[src/rtl/rom_read_sequencer.sv]
// rom_read_sequencer
//   Drives an external registered-read ROM through a burst of consecutive
//   addresses, with the address wrapping modulo 2**ADDR_W. The ROM's 1-cycle
//   read latency is absorbed here, and the words are streamed downstream on a
//   valid/ready interface through a small FIFO.
//
// Ports
//   clk, rst                  rising-edge clock, async active-high reset
//   start                     begin burst; sampled only while idle
//   start_addr, burst_len     burst parameters; burst_len 0 means 2**ADDR_W
//   rom_addr, rom_en          registered ROM address and read enable
//   rom_data                  ROM read data, valid one cycle after rom_en
//   out_data/valid/ready/last downstream stream (FIFO head)
//   busy, done                burst in progress / 1-cycle completion pulse
module rom_read_sequencer #(
  parameter int unsigned ADDR_W    = 3,
  parameter int unsigned DATA_W    = 8,
  parameter int unsigned BUF_DEPTH = 4
) (
  input  logic              clk,
  input  logic              rst,
  input  logic              start,
  input  logic [ADDR_W-1:0] start_addr,
  input  logic [ADDR_W-1:0] burst_len,
  output logic [ADDR_W-1:0] rom_addr,
  output logic              rom_en,
  input  logic [DATA_W-1:0] rom_data,
  output logic [DATA_W-1:0] out_data,
  output logic              out_valid,
  input  logic              out_ready,
  output logic              out_last,
  output logic              busy,
  output logic              done
);

  localparam int unsigned PTR_W = $clog2(BUF_DEPTH);
  localparam int unsigned CNT_W = PTR_W + 1;
  localparam int unsigned LEN_W = ADDR_W + 1;

  typedef enum logic [1:0] {IDLE, RUN, DRAIN} state_e;

  state_e                  state_q, state_d;
  logic [ADDR_W-1:0]       rom_addr_q, rom_addr_d;
  logic                    rom_en_q, rom_en_d;
  logic                    en_last_q, en_last_d;   // read now on rom_en is the final one
  logic                    rd_vld_q, rd_vld_d;     // rom_data carries a read this cycle
  logic                    rd_last_q, rd_last_d;   // ...and it is the final one
  logic [LEN_W-1:0]        len_q, len_d;
  logic [LEN_W-1:0]        issued_q, issued_d;
  logic [DATA_W-1:0]       data_mem_q [BUF_DEPTH];
  logic [BUF_DEPTH-1:0]    last_mem_q;
  logic [PTR_W-1:0]        wr_ptr_q, wr_ptr_d;
  logic [PTR_W-1:0]        rd_ptr_q, rd_ptr_d;
  logic [CNT_W-1:0]        count_q, count_d;
  logic                    busy_q, busy_d;
  logic                    done_q, done_d;

  logic                    push;
  logic                    pop;
  logic                    final_rd;
  logic [CNT_W:0]          occupancy;

  always_comb begin
    state_d    = state_q;
    rom_addr_d = rom_addr_q;
    rom_en_d   = 1'b0;
    en_last_d  = 1'b0;
    len_d      = len_q;
    issued_d   = issued_q;
    done_d     = 1'b0;
    final_rd   = 1'b0;

    push      = rd_vld_q;
    pop       = (count_q != '0) && out_ready;
    rd_vld_d  = rom_en_q;
    rd_last_d = en_last_q;

    // Credit covers FIFO entries plus both in-flight read stages; pops are
    // deliberately not credited so a read never lands in a full FIFO.
    occupancy = (CNT_W+1)'(count_q) + (CNT_W+1)'(rom_en_q) + (CNT_W+1)'(rd_vld_q);

    unique case (state_q)
      IDLE: begin
        if (start) begin
          len_d      = (burst_len == '0) ? {1'b1, {ADDR_W{1'b0}}} : {1'b0, burst_len};
          rom_addr_d = start_addr;
          rom_en_d   = 1'b1;
          issued_d   = LEN_W'(1);
          final_rd   = (burst_len == ADDR_W'(1));
          en_last_d  = final_rd;
          state_d    = final_rd ? DRAIN : RUN;
        end
      end
      RUN: begin
        if (occupancy < (CNT_W+1)'(BUF_DEPTH)) begin
          rom_addr_d = rom_addr_q + 1'b1;
          rom_en_d   = 1'b1;
          issued_d   = issued_q + 1'b1;
          final_rd   = (issued_d == len_q);
          en_last_d  = final_rd;
          if (final_rd) begin
            state_d = DRAIN;
          end
        end
      end
      DRAIN: begin
        if (pop && last_mem_q[rd_ptr_q]) begin
          state_d = IDLE;
          done_d  = 1'b1;
        end
      end
      default: state_d = IDLE;
    endcase

    wr_ptr_d = push ? wr_ptr_q + 1'b1 : wr_ptr_q;
    rd_ptr_d = pop  ? rd_ptr_q + 1'b1 : rd_ptr_q;
    count_d  = count_q + CNT_W'(push) - CNT_W'(pop);
    busy_d   = (state_d != IDLE);
  end

  always_ff @(posedge clk or posedge rst) begin
    if (rst) begin
      state_q    <= IDLE;
      rom_addr_q <= '0;
      rom_en_q   <= 1'b0;
      en_last_q  <= 1'b0;
      rd_vld_q   <= 1'b0;
      rd_last_q  <= 1'b0;
      len_q      <= '0;
      issued_q   <= '0;
      data_mem_q <= '{default: '0};
      last_mem_q <= '0;
      wr_ptr_q   <= '0;
      rd_ptr_q   <= '0;
      count_q    <= '0;
      busy_q     <= 1'b0;
      done_q     <= 1'b0;
    end else begin
      state_q    <= state_d;
      rom_addr_q <= rom_addr_d;
      rom_en_q   <= rom_en_d;
      en_last_q  <= en_last_d;
      rd_vld_q   <= rd_vld_d;
      rd_last_q  <= rd_last_d;
      len_q      <= len_d;
      issued_q   <= issued_d;
      wr_ptr_q   <= wr_ptr_d;
      rd_ptr_q   <= rd_ptr_d;
      count_q    <= count_d;
      busy_q     <= busy_d;
      done_q     <= done_d;
      if (push) begin
        data_mem_q[wr_ptr_q] <= rom_data;
        last_mem_q[wr_ptr_q] <= rd_last_q;
      end
    end
  end

  assign rom_addr  = rom_addr_q;
  assign rom_en    = rom_en_q;
  assign out_data  = data_mem_q[rd_ptr_q];
  assign out_valid = (count_q != '0);
  assign out_last  = out_valid & last_mem_q[rd_ptr_q];
  assign busy      = busy_q;
  assign done      = done_q;

endmodule

[config.mk]
export PLATFORM = sky130hd
export DESIGN_NAME = rom_read_sequencer
export DESIGN_NICKNAME = d
export VERILOG_FILES = /design/src/rtl/rom_read_sequencer.sv
export SDC_FILE = /design/constraint.sdc
export NUM_CORES = 1
export LEC_CHECK = 0
export ABC_CLOCK_PERIOD_IN_PS = 1970
export BUFFER_PORTS_ARGS = -buffer_cell sky130_fd_sc_hd__buf_2
export CAP_MARGIN = 20
export CORE_UTILIZATION = 52
export DETAILED_ROUTE_END_ITERATION = 8
export PLACE_DENSITY = 0.76
export SKIP_CTS_REPAIR_TIMING = 1
export SYNTH_ARGS = -nofsm -noshare
export SYNTH_HDL_FRONTEND = slang
export SYNTH_SLANG_ARGS = --single-unit
export TNS_END_PERCENT = 30
[constraint.sdc]
create_clock -name clk -period 1.97 [get_ports clk]
set_input_delay 0.0985 -clock clk [delete_from_list [all_inputs] [get_ports clk]]
set_output_delay 0.0985 -clock clk [all_outputs]
set_load 0.01 [all_outputs]
==> out/results.ini <==
[global_routing]
track_usage_pct = 20.67
antenna_found_initial = 0
grt_max_degree = 40
grt_pass1_wl_um = 8921
grt_pass1_vias = 1854
grt_overflow_total = 0

[timing]
fmax_mhz = 498.9
worst_slack_ns = -0.03429
fin_crit_ns = 2.004
min_period_over_period_pct = 101.7
hold_viol = 0
tightest_slew_ns = 0.5334
setup_viol = 2
slew_headroom_pct = 64.39
clock_skew_ns = 0.005951
maxSlewViolCount = 0
rsz0062_at_grt = true

[yosys]
ys_ff_latch = 62
ys_types = 36
synthesis.instances = 210
ys_warn_count = 0
synth_area_sq_um = 2844
synthesis.nets = 239
synth_area_per_cell_sq_um = 13.54
yosysSeqAreaShare_pct = 54.55

[place]
portBuffers = 33
hpwlAfterDp_um = 3509
place_inst = 317
placedInstanceArea_sq_um = 3172
gp_congestion = 0.7260
pre_cts_ws_ns = -0.06060

[power_and_ir_drop]
power_frac_seq_pct = 40.9
ir_drop_uv = 854.2
p_sw_share_pct = 26.81
p_clk_share_pct = 34.8
comb_power_share_pct = 24.3
p_int_mw = 2.582
switchingPower_mw = 0.9461
power_density_nw_per_um2 = 1012
p_leak_nw = 1.624

[clock_network]
clkTransAtPathRegs_ns = 0.07
clk_path_buf_depth = 2
cts_tree = yes
root_buffer = clkbuf_8
htreeDepth = 3
clock-sinks = 62
cts_buffers = 9
insertion_delay_ns = 0.34

[drt]
drc = 0
antenna_left = 0
via_count = 1800
avgRoutedWirePerCell_um = 15.06
via_per_inst = 5.310
drt_wl_total_um = 5107
dr.pass1.iters = 4
drt-initial-drc-count = 41

[critical_path]
cp.arrival_ns = 2.24
slowest_stage = fa_2
path_max_fanout = 2
path_delay_family = adder cells
r2r_slack_ns = -0.03
crit_buf_inv = 3
setup.worst_path.start_class = flop
crit_type = flop to flop
crit_path_end_kind = flop
slowest_delay_ns = 0.51
path_cells = or3_4 > and2_4 > ha_4 > inv_2 > ha_4 > inv_2 > fa_2 > inv_1
worstPathRequired_ns = 2.21

[die]
core_sq_um = 5172
die_x_um = 75.96
row_count = 26
die_area_sq_um = 5769
die_h_um = 75.96
num_io_pins = 34
initial_core_util_pct = 54.98

[flow_run]
cap_violations = 0

[final_layout]
layout_commonest_cell = dfrtp_1
final_core_util_pct = 67.44
area_growth_syn_to_layout_pct = 22.66
final_cell_mix = dfrtp_1 (62), mux2_2 (36), buf_2 (33)
fin_area_sq_um = 3488
drive_gt1_share_pct = 44.61
nFillCells = 393
instances_no_fill = 339
layout.nets = 293
antennaDiodeCount = 0

[hold_path]
hp-class = primary input to flop

[run_status]
status = finished with violations
failed_checks = negative setup slack

[layout make-up]
class	instances	area, sq um	area share (%)
well taps	70	87.58	2.511
flip-flops and latches	62	1551	44.48
clock buffers	10	137.6	3.945
repair buffers	49	314.1	9.003
inverters	9	33.78	0.9684
clock inverters	6	85.08	2.439
multi-input cells	133	1279	36.66
[per-stage QoR]
stage | setup TNS (ns) | total power [mW] | hold WS [ns]
2_1_floorplan | -0.3210 | 1.985 | 0.1956
3_3_place_gp | -0.03060 | 2.256 | 0.1647
3_5_place_dp | -0.1261 | 2.282 | 0.1668
4_1_cts | -0.1502 | 3.530 | -0.2110
5_1_grt | -0.2632 | 3.740 | 0.02404
6_report | -0.06604 | 3.529 | 0.01728
[worst register-to-register path, stage by stage, from the launching register on]
cell     delay [ns]
dfrtp_1        0.38
or3_4          0.38
and2_4         0.17
ha_4           0.21
inv_2          0.06
ha_4           0.12
inv_2          0.04
fa_2           0.51
inv_1          0.04
[power by group through the flow]
stage / clock network (mW) / registers (mW) / logic, mW
after floorplan: 0 / 1.44 / 0.546
after global placement: 0 / 1.46 / 0.799
after CTS: 1.27 / 1.44 / 0.819
after global routing: 1.34 / 1.45 / 0.948
after detailed placement: 0 / 1.46 / 0.817
final: 1.23 / 1.44 / 0.856
[metal layers]
layer / global-route usage [%] / wire [um] / up-vias
met5: 0 / 0 / -
met3: 8.193 / 221 / 4
met1: 24.26 / 2155 / 912
met4: 7.500 / 48 / 0
li1: - / - / 850
met2: 34.36 / 2681 / 34
[flip-flops by register name, summed over array words and instances (netlist names), 2 cells and up]
signal	flops
rd_ptr_q	2
count_q	3
len_q	4
wr_ptr_q	2
last_mem_q	4
state_q	2
data_mem_q	32
issued_q	4
rom_addr	3
[cells in the mapped netlist]
master,n,share of area (%)
nor3b_1,2,0.53
nor4_1,1,0.22
nand3b_1,1,0.26
xnor2_1,5,1.5
o21ai_0,3,0.53
inv_1,9,1.2
nor2_1,6,0.79
a21o_1,1,0.26
buf_6,1,0.40
mux2i_1,1,0.35
o41ai_1,1,0.31
buf_2,2,0.35
and3_4,1,0.40
or3_1,1,0.22
nand3_1,6,1.1
a221o_1,4,1.4
and2_1,3,0.66
nor2_4,1,0.40
nand2_1,20,2.6
mux4_2,9,7.1
o211ai_1,1,0.26
o21ai_2,1,0.31
or3_4,1,0.40
nor2b_1,2,0.44
a21oi_2,1,0.31
nand2b_1,2,0.44
xor2_1,5,1.5
nor3_1,1,0.18
dfrtp_1,62,55
o22ai_1,1,0.22
and3_1,2,0.44
clkbuf_1,3,0.40
fa_1,1,0.70
mux2_2,36,14
a21oi_1,3,0.53
ha_1,10,4.4
[kinds of logic after synthesis]
group | synth area share [%]
adder cells (fa/ha/maj) | 5.103
XOR/XNOR | 3.079
AND/OR/NAND/NOR | 9.063
multiplexers | 21.73
flip-flops | 54.55
AO/OA/AOI/OAI | 4.136
buffers and inverters | 2.332
[final timing paths]
kind,start,end,cells past startpoint
max,count_q[2],count_q[1],8
min,burst_len[0],len_q[0],3
max reg2reg,count_q[2],count_q[1],8
min reg2reg,en_last_q,rd_last_q,0
max in group asynchronous,rst,last_mem_q[0],4
min in group asynchronous,rst,data_mem_q[8],3
Power figures use the tool's default switching activity.
